**src/rtl/pwm_pkg.sv**
```systemverilog
// Shared types and helpers for the PWM shadow loader.
package pwm_pkg;

  localparam int unsigned PWM_W = 32;

  typedef logic [PWM_W-1:0] word_t;

  typedef enum logic [1:0] {
    IDLE    = 2'd0,
    PENDING = 2'd1,
    SLEW    = 2'd2
  } state_t;

  // Shadow set-point held between handshake and carrier boundary.
  typedef struct packed {
    word_t period;
    word_t duty;
    word_t dt;
  } setpoint_t;

  // One slew step toward tgt; step of zero means jump straight to target.
  function automatic word_t slew_step(word_t cur, word_t tgt, word_t step);
    word_t diff;
    diff = (tgt >= cur) ? (tgt - cur) : (cur - tgt);
    if ((step == '0) || (diff <= step)) begin
      return tgt;
    end else if (tgt > cur) begin
      return cur + step;
    end else begin
      return cur - step;
    end
  endfunction

endpackage

```
**src/rtl/pwm_shadow_loader_carrier_event_detect.sv**
```systemverilog
// Carrier boundary detector: rising edge of f_zero, or of f_period in triangular mode.
module carrier_event_detect (
  input  logic clk,
  input  logic rstn,
  input  logic f_zero,
  input  logic f_period,
  input  logic slope,
  output logic ev_c
);

  logic f_zero_q;
  logic f_period_q;

  // Previous-cycle flag levels for edge detection.
  always_ff @(posedge clk) begin
    if (!rstn) begin
      f_zero_q   <= 1'b0;
      f_period_q <= 1'b0;
    end else begin
      f_zero_q   <= f_zero;
      f_period_q <= f_period;
    end
  end

  assign ev_c = (f_zero & ~f_zero_q) | (slope & f_period & ~f_period_q);

endmodule

```
**src/rtl/pwm_shadow_loader.sv**
```systemverilog
// Shadow-register loader: accepts set-points and applies them on carrier boundaries.
module pwm_shadow_loader
  import pwm_pkg::*;
#(
  parameter word_t PERIOD_RST = 32'd999,
  parameter word_t DT_RST     = 32'd10,
  parameter word_t DT_MAX     = 32'd255,
  parameter word_t PERIOD_MIN = 32'd16
) (
  input  logic             clk,
  input  logic             rstn,
  input  logic             s_valid,
  output logic             s_ready,
  input  logic [PWM_W-1:0] s_period,
  input  logic [PWM_W-1:0] s_duty,
  input  logic [PWM_W-1:0] s_dead_time,
  input  logic [PWM_W-1:0] step_max,
  input  logic             force_load,
  input  logic             slope,
  input  logic             f_zero,
  input  logic             f_period,
  output logic [PWM_W-1:0] period,
  output logic [PWM_W-1:0] duty_cycle,
  output logic [PWM_W-1:0] dead_time,
  output logic             loaded,
  output logic             clamped,
  output logic             rejected
);

  state_t    state_q, state_d;
  setpoint_t tgt_q, tgt_d;
  word_t     period_d, duty_d, dt_d, duty_nxt;
  logic      loaded_d, clamped_d, rejected_d, s_ready_d;
  logic      ev;

  carrier_event_detect u_ev (
    .clk      (clk),
    .rstn     (rstn),
    .f_zero   (f_zero),
    .f_period (f_period),
    .slope    (slope),
    .ev_c     (ev)
  );

  // State, shadow and output registers.
  always_ff @(posedge clk) begin
    if (!rstn) begin
      state_q    <= IDLE;
      tgt_q      <= '{period: PERIOD_RST, duty: '0, dt: DT_RST};
      period     <= PERIOD_RST;
      duty_cycle <= '0;
      dead_time  <= DT_RST;
      loaded     <= 1'b0;
      clamped    <= 1'b0;
      rejected   <= 1'b0;
      s_ready    <= 1'b1;
    end else begin
      state_q    <= state_d;
      tgt_q      <= tgt_d;
      period     <= period_d;
      duty_cycle <= duty_d;
      dead_time  <= dt_d;
      loaded     <= loaded_d;
      clamped    <= clamped_d;
      rejected   <= rejected_d;
      s_ready    <= s_ready_d;
    end
  end

  // Next-state and next-output decode.
  always_comb begin
    state_d    = state_q;
    tgt_d      = tgt_q;
    period_d   = period;
    duty_d     = duty_cycle;
    dt_d       = dead_time;
    loaded_d   = 1'b0;
    clamped_d  = clamped;
    rejected_d = 1'b0;
    duty_nxt   = slew_step(duty_cycle, tgt_q.duty, step_max);

    case (state_q)
      IDLE: begin
        if (s_valid && s_ready) begin
          if (s_period < PERIOD_MIN) begin
            rejected_d = 1'b1;
          end else begin
            tgt_d.period = s_period;
            tgt_d.duty   = (s_duty > s_period) ? s_period : s_duty;
            tgt_d.dt     = (s_dead_time > DT_MAX) ? DT_MAX : s_dead_time;
            clamped_d    = (s_duty > s_period) || (s_dead_time > DT_MAX);
            state_d      = PENDING;
          end
        end
      end
      PENDING, SLEW: begin
        if (force_load) begin
          period_d = tgt_q.period;
          duty_d   = tgt_q.duty;
          dt_d     = tgt_q.dt;
          loaded_d = 1'b1;
          state_d  = IDLE;
        end else if (ev) begin
          period_d = tgt_q.period;
          dt_d     = tgt_q.dt;
          duty_d   = duty_nxt;
          if (duty_nxt == tgt_q.duty) begin
            loaded_d = 1'b1;
            state_d  = IDLE;
          end else begin
            state_d  = SLEW;
          end
        end
      end
      default: state_d = IDLE;
    endcase

    s_ready_d = (state_d == IDLE);
  end

endmodule

```
**config.mk**
```make
export PLATFORM = sky130hd
export DESIGN_NAME = pwm_shadow_loader
export DESIGN_NICKNAME = d
export VERILOG_FILES = /design/src/rtl/pwm_pkg.sv /design/src/rtl/pwm_shadow_loader_carrier_event_detect.sv /design/src/rtl/pwm_shadow_loader.sv
export SDC_FILE = /design/constraint.sdc
export NUM_CORES = 1
export LEC_CHECK = 0
export ABC_AREA = 0
export CAP_MARGIN = 40
export CORE_ASPECT_RATIO = 1.25
export CORE_MARGIN = 2
export CORE_UTILIZATION = 35
export CTS_CLUSTER_SIZE = 10
export DETAILED_ROUTE_END_ITERATION = 12
export PLACE_DENSITY = 0.61
export SLEW_MARGIN = 20
export SYNTH_ARGS = -nofsm -noshare
export SYNTH_HDL_FRONTEND = slang
export SYNTH_SLANG_ARGS = --single-unit
```
**constraint.sdc**
```tcl
create_clock -name clk -period 9.8 [get_ports clk]
set_input_delay 0.98 -clock clk [delete_from_list [all_inputs] [get_ports clk]]
set_output_delay 0.98 -clock clk [all_outputs]
set_load 0.01 [all_outputs]
```
==> run_results.csv, run 1 <==
group,metric,value,unit
status,outcome,"finished clean",
grt,grt_max_degree,83,
critical_path,crit_path_top_delay_cell,"a21o_1",
yosys,synth_edf_count,0,
sta,fmax,138.9,MHz
clock_network,cts-buffers-inserted,17,
sta,setup_viol,0,
grt,grt_pass1_wl,89120,um
yosys,synth_top_cell_area_share,0.2492,
critical_path,path_cells,"inv_1 > fa_1 > a211oi_1 > o211ai_2 > a31oi_1 > a211o_1 > a21o_1 > a21oi_1 > xnor2_1 > ha_1 > xnor2_1 > mux2_4 > a2111o_1 > nor4_2 > nand4_1 > nor4_1 > nand4_1 > nor4_2 > a31oi_1 > or2_1",
sta,slew_viol_final,0,
sta,setup_tns,0,ps
sta,worst_pin_slew,802.9,ps
die,die_area,0.04765,mm^2
sta,period_needed,7198,ps
sta,skew,10.54,ps
yosys,synth-seq-area-share,0.2492,
route,ant_nets,0,
yosys,synth_nets,2427,
grt,gr-total-overflow,0,
clock_network,clkSlewWorstSetupHoldPaths,90,ps
final_layout,fillCellCount,4634,
final_layout,area_growth,20.94,%
grt,globalRouteTotalUtil,0.2379,
route,via_per_inst,5.590,
yosys,ys_top_cells_by_area,"dfxtp_1 (25%), ha_1 (13%), a21oi_1 (8.3%)",
critical_path,cp-end-kind,"flip-flop",
clock_network,htree_levels,4,
yosys,synthDistinctLibCells,86,
critical_path,arrival,7560,ps
final_layout,drive_gt1_frac,0.04114,
place,placed_cells,2830,
yosys,syn_area,0.01607,mm^2
yosys,synth_top_area_cell,"dfxtp_1",
critical_path,critPathBufInv,1,
clock_network,ctsResizeCount,0,
yosys,yosys_warnings,0,
sta,post-route-period-util,0.7345,
final_layout,register_area,0.004004,mm^2
critical_path,r2r_slack,2600,ps
die,die_h,243.6,um
yosys,yosys-top-cells-count,"nand2_1 (276), a21oi_1 (267), dfxtp_1 (200), ha_1 (161), inv_1 (155)",
final_layout,final_util,0.4302,
final_layout,fin_cells,2864,
critical_path,crit_family,"compound AO/OA/AOI/OAI gates",
final_layout,multi_input_area,0.01100,mm^2
sta,hold_slack,450.4,ps
critical_path,critPathKind,"flip-flop to flip-flop",
run,cap_violations,0,
yosys,synth_area_per_cell,7.551,um^2
place,portBuffers,234,
sta,hold_viol_final,0,
clock_network,cts_setup_buffers,0,
die,die_w,195.6,um
die,row_count,87,
yosys,synth_seq_cells,200,
clock_network,holdBufCountCts,0,
die,placeableCoreArea,0.04517,mm^2
critical_path,startpoint_type,"flip-flop",
clock_network,cts.sinks,200,
yosys,syn_inst,2128,
yosys,synth_ff_type,"dfxtp_1",
final_layout,nNetsFinal,2571,
route,drt_iter0_markers,1171,
place,hpwl,46140,um
yosys,async_flop_share,0,
grt,antenna_found_initial,1,
route,wl,58120,um
die,start_util,0.3557,
route,dr_total_vias,16010,
critical_path,required,10160,ps
worst_hold_path,hold_path.class,"flip-flop to flip-flop",
sta,slew_headroom,0.4598,
die,io_pins,235,
route,wl_per_cell,20.29,um
place,gp_congestion,0.9264,
yosys,synth_most_common_cell,"nand2_1",
clock_network,clk_latency,470,ps
route,firstDrtPassIters,5,
grt,grt_pass1_vias,15280,
clock_network,cts_root_buffer,"clkbuf_16",
clock_network,cts_max_path_buffers,2,
sta,rsz0062_at_grt,"no",
critical_path,path_max_fanout,19,
clock_network,cts_tree,"done",
critical_path,critPathMaxStageDelay,650,ps
route,drc,0,
==> state kept, by name (all words and copies together), names as in the netlist <==
name and cells:
s_ready 1, dead_time 32, tgt_q 96, clamped 1, u_ev.f_period_q 1, u_ev.f_zero_q 1, state_q 2, duty_cycle 32
loaded 1, rejected 1, period 32
==> layer usage <==
metal,vias to the layer above,GRT usage,part of all wire
met4,0,0.07521,0.026
met3,74,0.03710,0.052
met2,489,0.4048,0.48
met1,7599,0.3075,0.45
li1,7848,-,-
met5,-,0,0
==> layout make-up <==
| cell class | count | share of cell area |
|---|---|---|
| Multi-Input combinational cell | 1648 | 0.5660 |
| Sequential cell | 200 | 0.2060 |
| Timing Repair Buffer | 249 | 0.1280 |
| Tap cell | 578 | 0.03722 |
| Inverter | 156 | 0.03026 |
| Clock buffer | 17 | 0.02189 |
| Clock inverter | 15 | 0.01050 |
| Antenna cell | 1 | 0.0001288 |
==> logic make-up (layout without fill, tap and decap cells) <==
kind of cell / Yosys count / after routing / synth area share
fa+ha+maj: 164 / 164 / 0.1291
mux: 55 / 55 / 0.03535
compound gates: 652 / 652 / 0.2521
flops: 200 / 200 / 0.2492
xor+xnor: 110 / 110 / 0.06736
buf+inv: 280 / 437 / 0.06915
other cells: 0 / 1 / 0
simple gates: 667 / 667 / 0.1977
==> final timing paths <==
| path | cells after the start | from | to |
|---|---|---|---|
| worst max-delay path | 20 | duty_cycle[1]$_SDFFE_PN0P_ | state_q[1]$_SDFF_PN0_ |
| worst min-delay path | 2 | tgt_q[20]$_SDFFE_PN0P_ | dead_time[20]$_SDFFE_PN0P_ |
| worst max register to register | 20 | duty_cycle[1]$_SDFFE_PN0P_ | state_q[1]$_SDFF_PN0_ |
| worst min register to register | 2 | tgt_q[20]$_SDFFE_PN0P_ | dead_time[20]$_SDFFE_PN0P_ |
==> cell usage in the layout (no fill, tap or decap), drive strengths merged, types with 34 or more instances in the layout <==
| cell | count |
|---|---|
| a211oi | 45 |
| nand2 | 276 |
| inv | 167 |
| nor3 | 51 |
| clkdlybuf4s50 | 233 |
| dfxtp | 200 |
| nand4 | 45 |
| xnor2 | 77 |
| nand3 | 40 |
| a21o | 61 |
| nor4 | 34 |
| o21ai | 109 |
| nor2 | 121 |
| mux2i | 47 |
| a21oi | 269 |
| ha | 161 |
==> through the flow <==
| step | instance area (um^2) | setup slack (ps) |
|---|---|---|
| 6_report | 19430 | 2602 |
| 4_1_cts | 19400 | 2693 |
| 5_1_grt | 19430 | 2296 |
| 2_1_floorplan | 16070 | 4449 |
| 3_3_place_gp | 18720 | 2244 |
| 3_5_place_dp | 18770 | 2710 |
==> tightest hold or removal path: stages, from the launching register on <==
cell and delay, ps:
dfxtp_1 310, nand2_1 50, a21oi_1 50
Power of run 1 is left out: the tool's default activity adds up to more than one toggle a clock period on the data nets, which glitch-free logic cannot reach.
==> inputs of run 2 (changes only) <==
Settings changed: PLACE_DENSITY 0.61 to 0.63.
Clock period 9.8 ns to 6.3 ns, I/O delays scaled along.
==> run_results.csv, run 2 (synthesis results as in run 1) <==
group,metric,value,unit
clock_network,clk_latency,470,ps
place,portBuffers,234,
die,die_w,195.6,um
grt,gr-total-overflow,0,
die,io_pins,235,
sta,worst_pin_slew,791.0,ps
clock_network,cts-buffers-inserted,17,
clock_network,holdBufCountCts,0,
grt,grt_max_degree,83,
clock_network,cts.sinks,200,
final_layout,largest_register_ffs,96,
die,start_util,0.3557,
route,wl,58630,um
route,dr_total_vias,16340,
critical_path,critPathBufInv,3,
sta,setup_tns,0,ps
route,ant_nets,0,
die,placeableCoreArea,0.04517,mm^2
sta,slew_viol_final,0,
critical_path,critPathKind,"flip-flop to flip-flop",
clock_network,cts_setup_buffers,0,
final_layout,regMostFlops,"tgt_q",
clock_network,cts_max_path_buffers,2,
sta,hold_viol_final,0,
final_layout,drive_gt1_frac,0.08208,
final_layout,final_common_cell,"nand2_1",
clock_network,htree_levels,4,
die,die_h,243.6,um
final_layout,final_cell_area,0.02026,mm^2
die,row_count,87,
critical_path,crit_family,"compound AO/OA/AOI/OAI gates",
die,die_area,0.04765,mm^2
sta,setup_viol,0,
run,cap_violations,0,
place,hpwl,47130,um
status,outcome,"finished clean",
route,drt_iter0_markers,1315,
sta,rsz0062_at_grt,"no",
grt,antenna_found_initial,3,
grt,globalRouteTotalUtil,0.2422,
worst_hold_path,hold_path.class,"flip-flop to flip-flop",
sta,skew,15.74,ps
route,via_per_inst,5.504,
clock_network,ctsResizeCount,0,
route,wl_per_cell,19.75,um
clock_network,clkSlewWorstSetupHoldPaths,90,ps
critical_path,critPathMaxStageDelay,430,ps
clock_network,cts_tree,"done",
critical_path,path_max_fanout,12,
final_layout,fin_cells,2968,
final_layout,final_cell_mix,"nand2_1 (276), a21oi_1 (267), clkdlybuf4s50_1 (233)",
place,placed_cells,2933,
sta,fmax,167.4,MHz
sta,worst_slack,324.7,ps
place,place_area,0.01960,mm^2
sta,period_needed,5975,ps
final_layout,fillCellCount,4566,
grt,grt_pass1_wl,90490,um
critical_path,crit_path_top_delay_cell,"a211oi_1",
sta,slew_headroom,0.4727,
place,gp_congestion,0.9379,
sta,post-route-period-util,0.9485,
route,drc,0,
critical_path,required,6640,ps
critical_path,path_cells,"ha_1 > inv_1 > fa_1 > a211oi_1 > o211ai_2 > a31oi_1 > a211o_1 > a21o_1 > buf_12 > a21oi_1 > xnor2_1 > ha_1 > xnor2_1 > mux2_4 > a2111o_1 > nor4_2 > nand4_1 > nor4_1 > buf_4 > nand4_1 > nor4_2 > a31oi_1 > or2_1",
critical_path,startpoint_type,"flip-flop",
clock_network,cts_root_buffer,"clkbuf_16",
critical_path,arrival,6320,ps
final_layout,area_growth,26.09,%
place,pre_cts_ws,336.4,ps
route,firstDrtPassIters,6,
critical_path,cp-end-kind,"flip-flop",
grt,grt_pass1_vias,15850,
final_layout,nNetsFinal,2674,
==> run 2: stage by stage <==
step           utilization  hold WS, ps
2_1_floorplan            -        427.4
3_3_place_gp        0.4325        434.4
3_5_place_dp        0.4338        437.2
4_1_cts             0.4478        443.2
5_1_grt             0.4485        472.0
6_report            0.4485        444.7
==> run 2: layer usage <==
layer / global-route usage / part of all wire / vias up
met5: 0 / 0.00022 / -
met4: 0.08734 / 0.033 / 2
met3: 0.03239 / 0.054 / 102
met2: 0.4047 / 0.47 / 524
met1: 0.3185 / 0.45 / 7667
li1: - / - / 8042
==> run 2: path summary, 6_finish.rpt <==
check | start | to | slack (ps) | depth (start not counted)
max reg2reg | duty_cycle[0]$_SDFFE_PN0P_ | state_q[1]$_SDFF_PN0_ | 320 | 23
max | duty_cycle[0]$_SDFFE_PN0P_ | state_q[1]$_SDFF_PN0_ | 320 | 23
min | tgt_q[27]$_SDFFE_PN0P_ | dead_time[27]$_SDFFE_PN0P_ | 440 | 2
min reg2reg | tgt_q[27]$_SDFFE_PN0P_ | dead_time[27]$_SDFFE_PN0P_ | 440 | 2
==> run 2: area by class of cell <==
cell class / count / area [um^2] / area share
diodes: 2 / 5.005 / 0.0002470
repair buffers: 352 / 3316 / 0.1637
clock buffers: 18 / 439.2 / 0.02168
flip-flops and latches: 200 / 4004 / 0.1976
inverters: 156 / 588.1 / 0.02902
multi-input cells: 1648 / 10990 / 0.5425
well taps: 578 / 723.2 / 0.03569
clock inverters: 14 / 193.9 / 0.009572
==> run 2: tightest hold or removal path, stage by stage (launching register included) <==
cell	delay [ps]
dfxtp_1	310
nand2_1	50
a21oi_1	50
Power of run 2 is left out for the same reason.
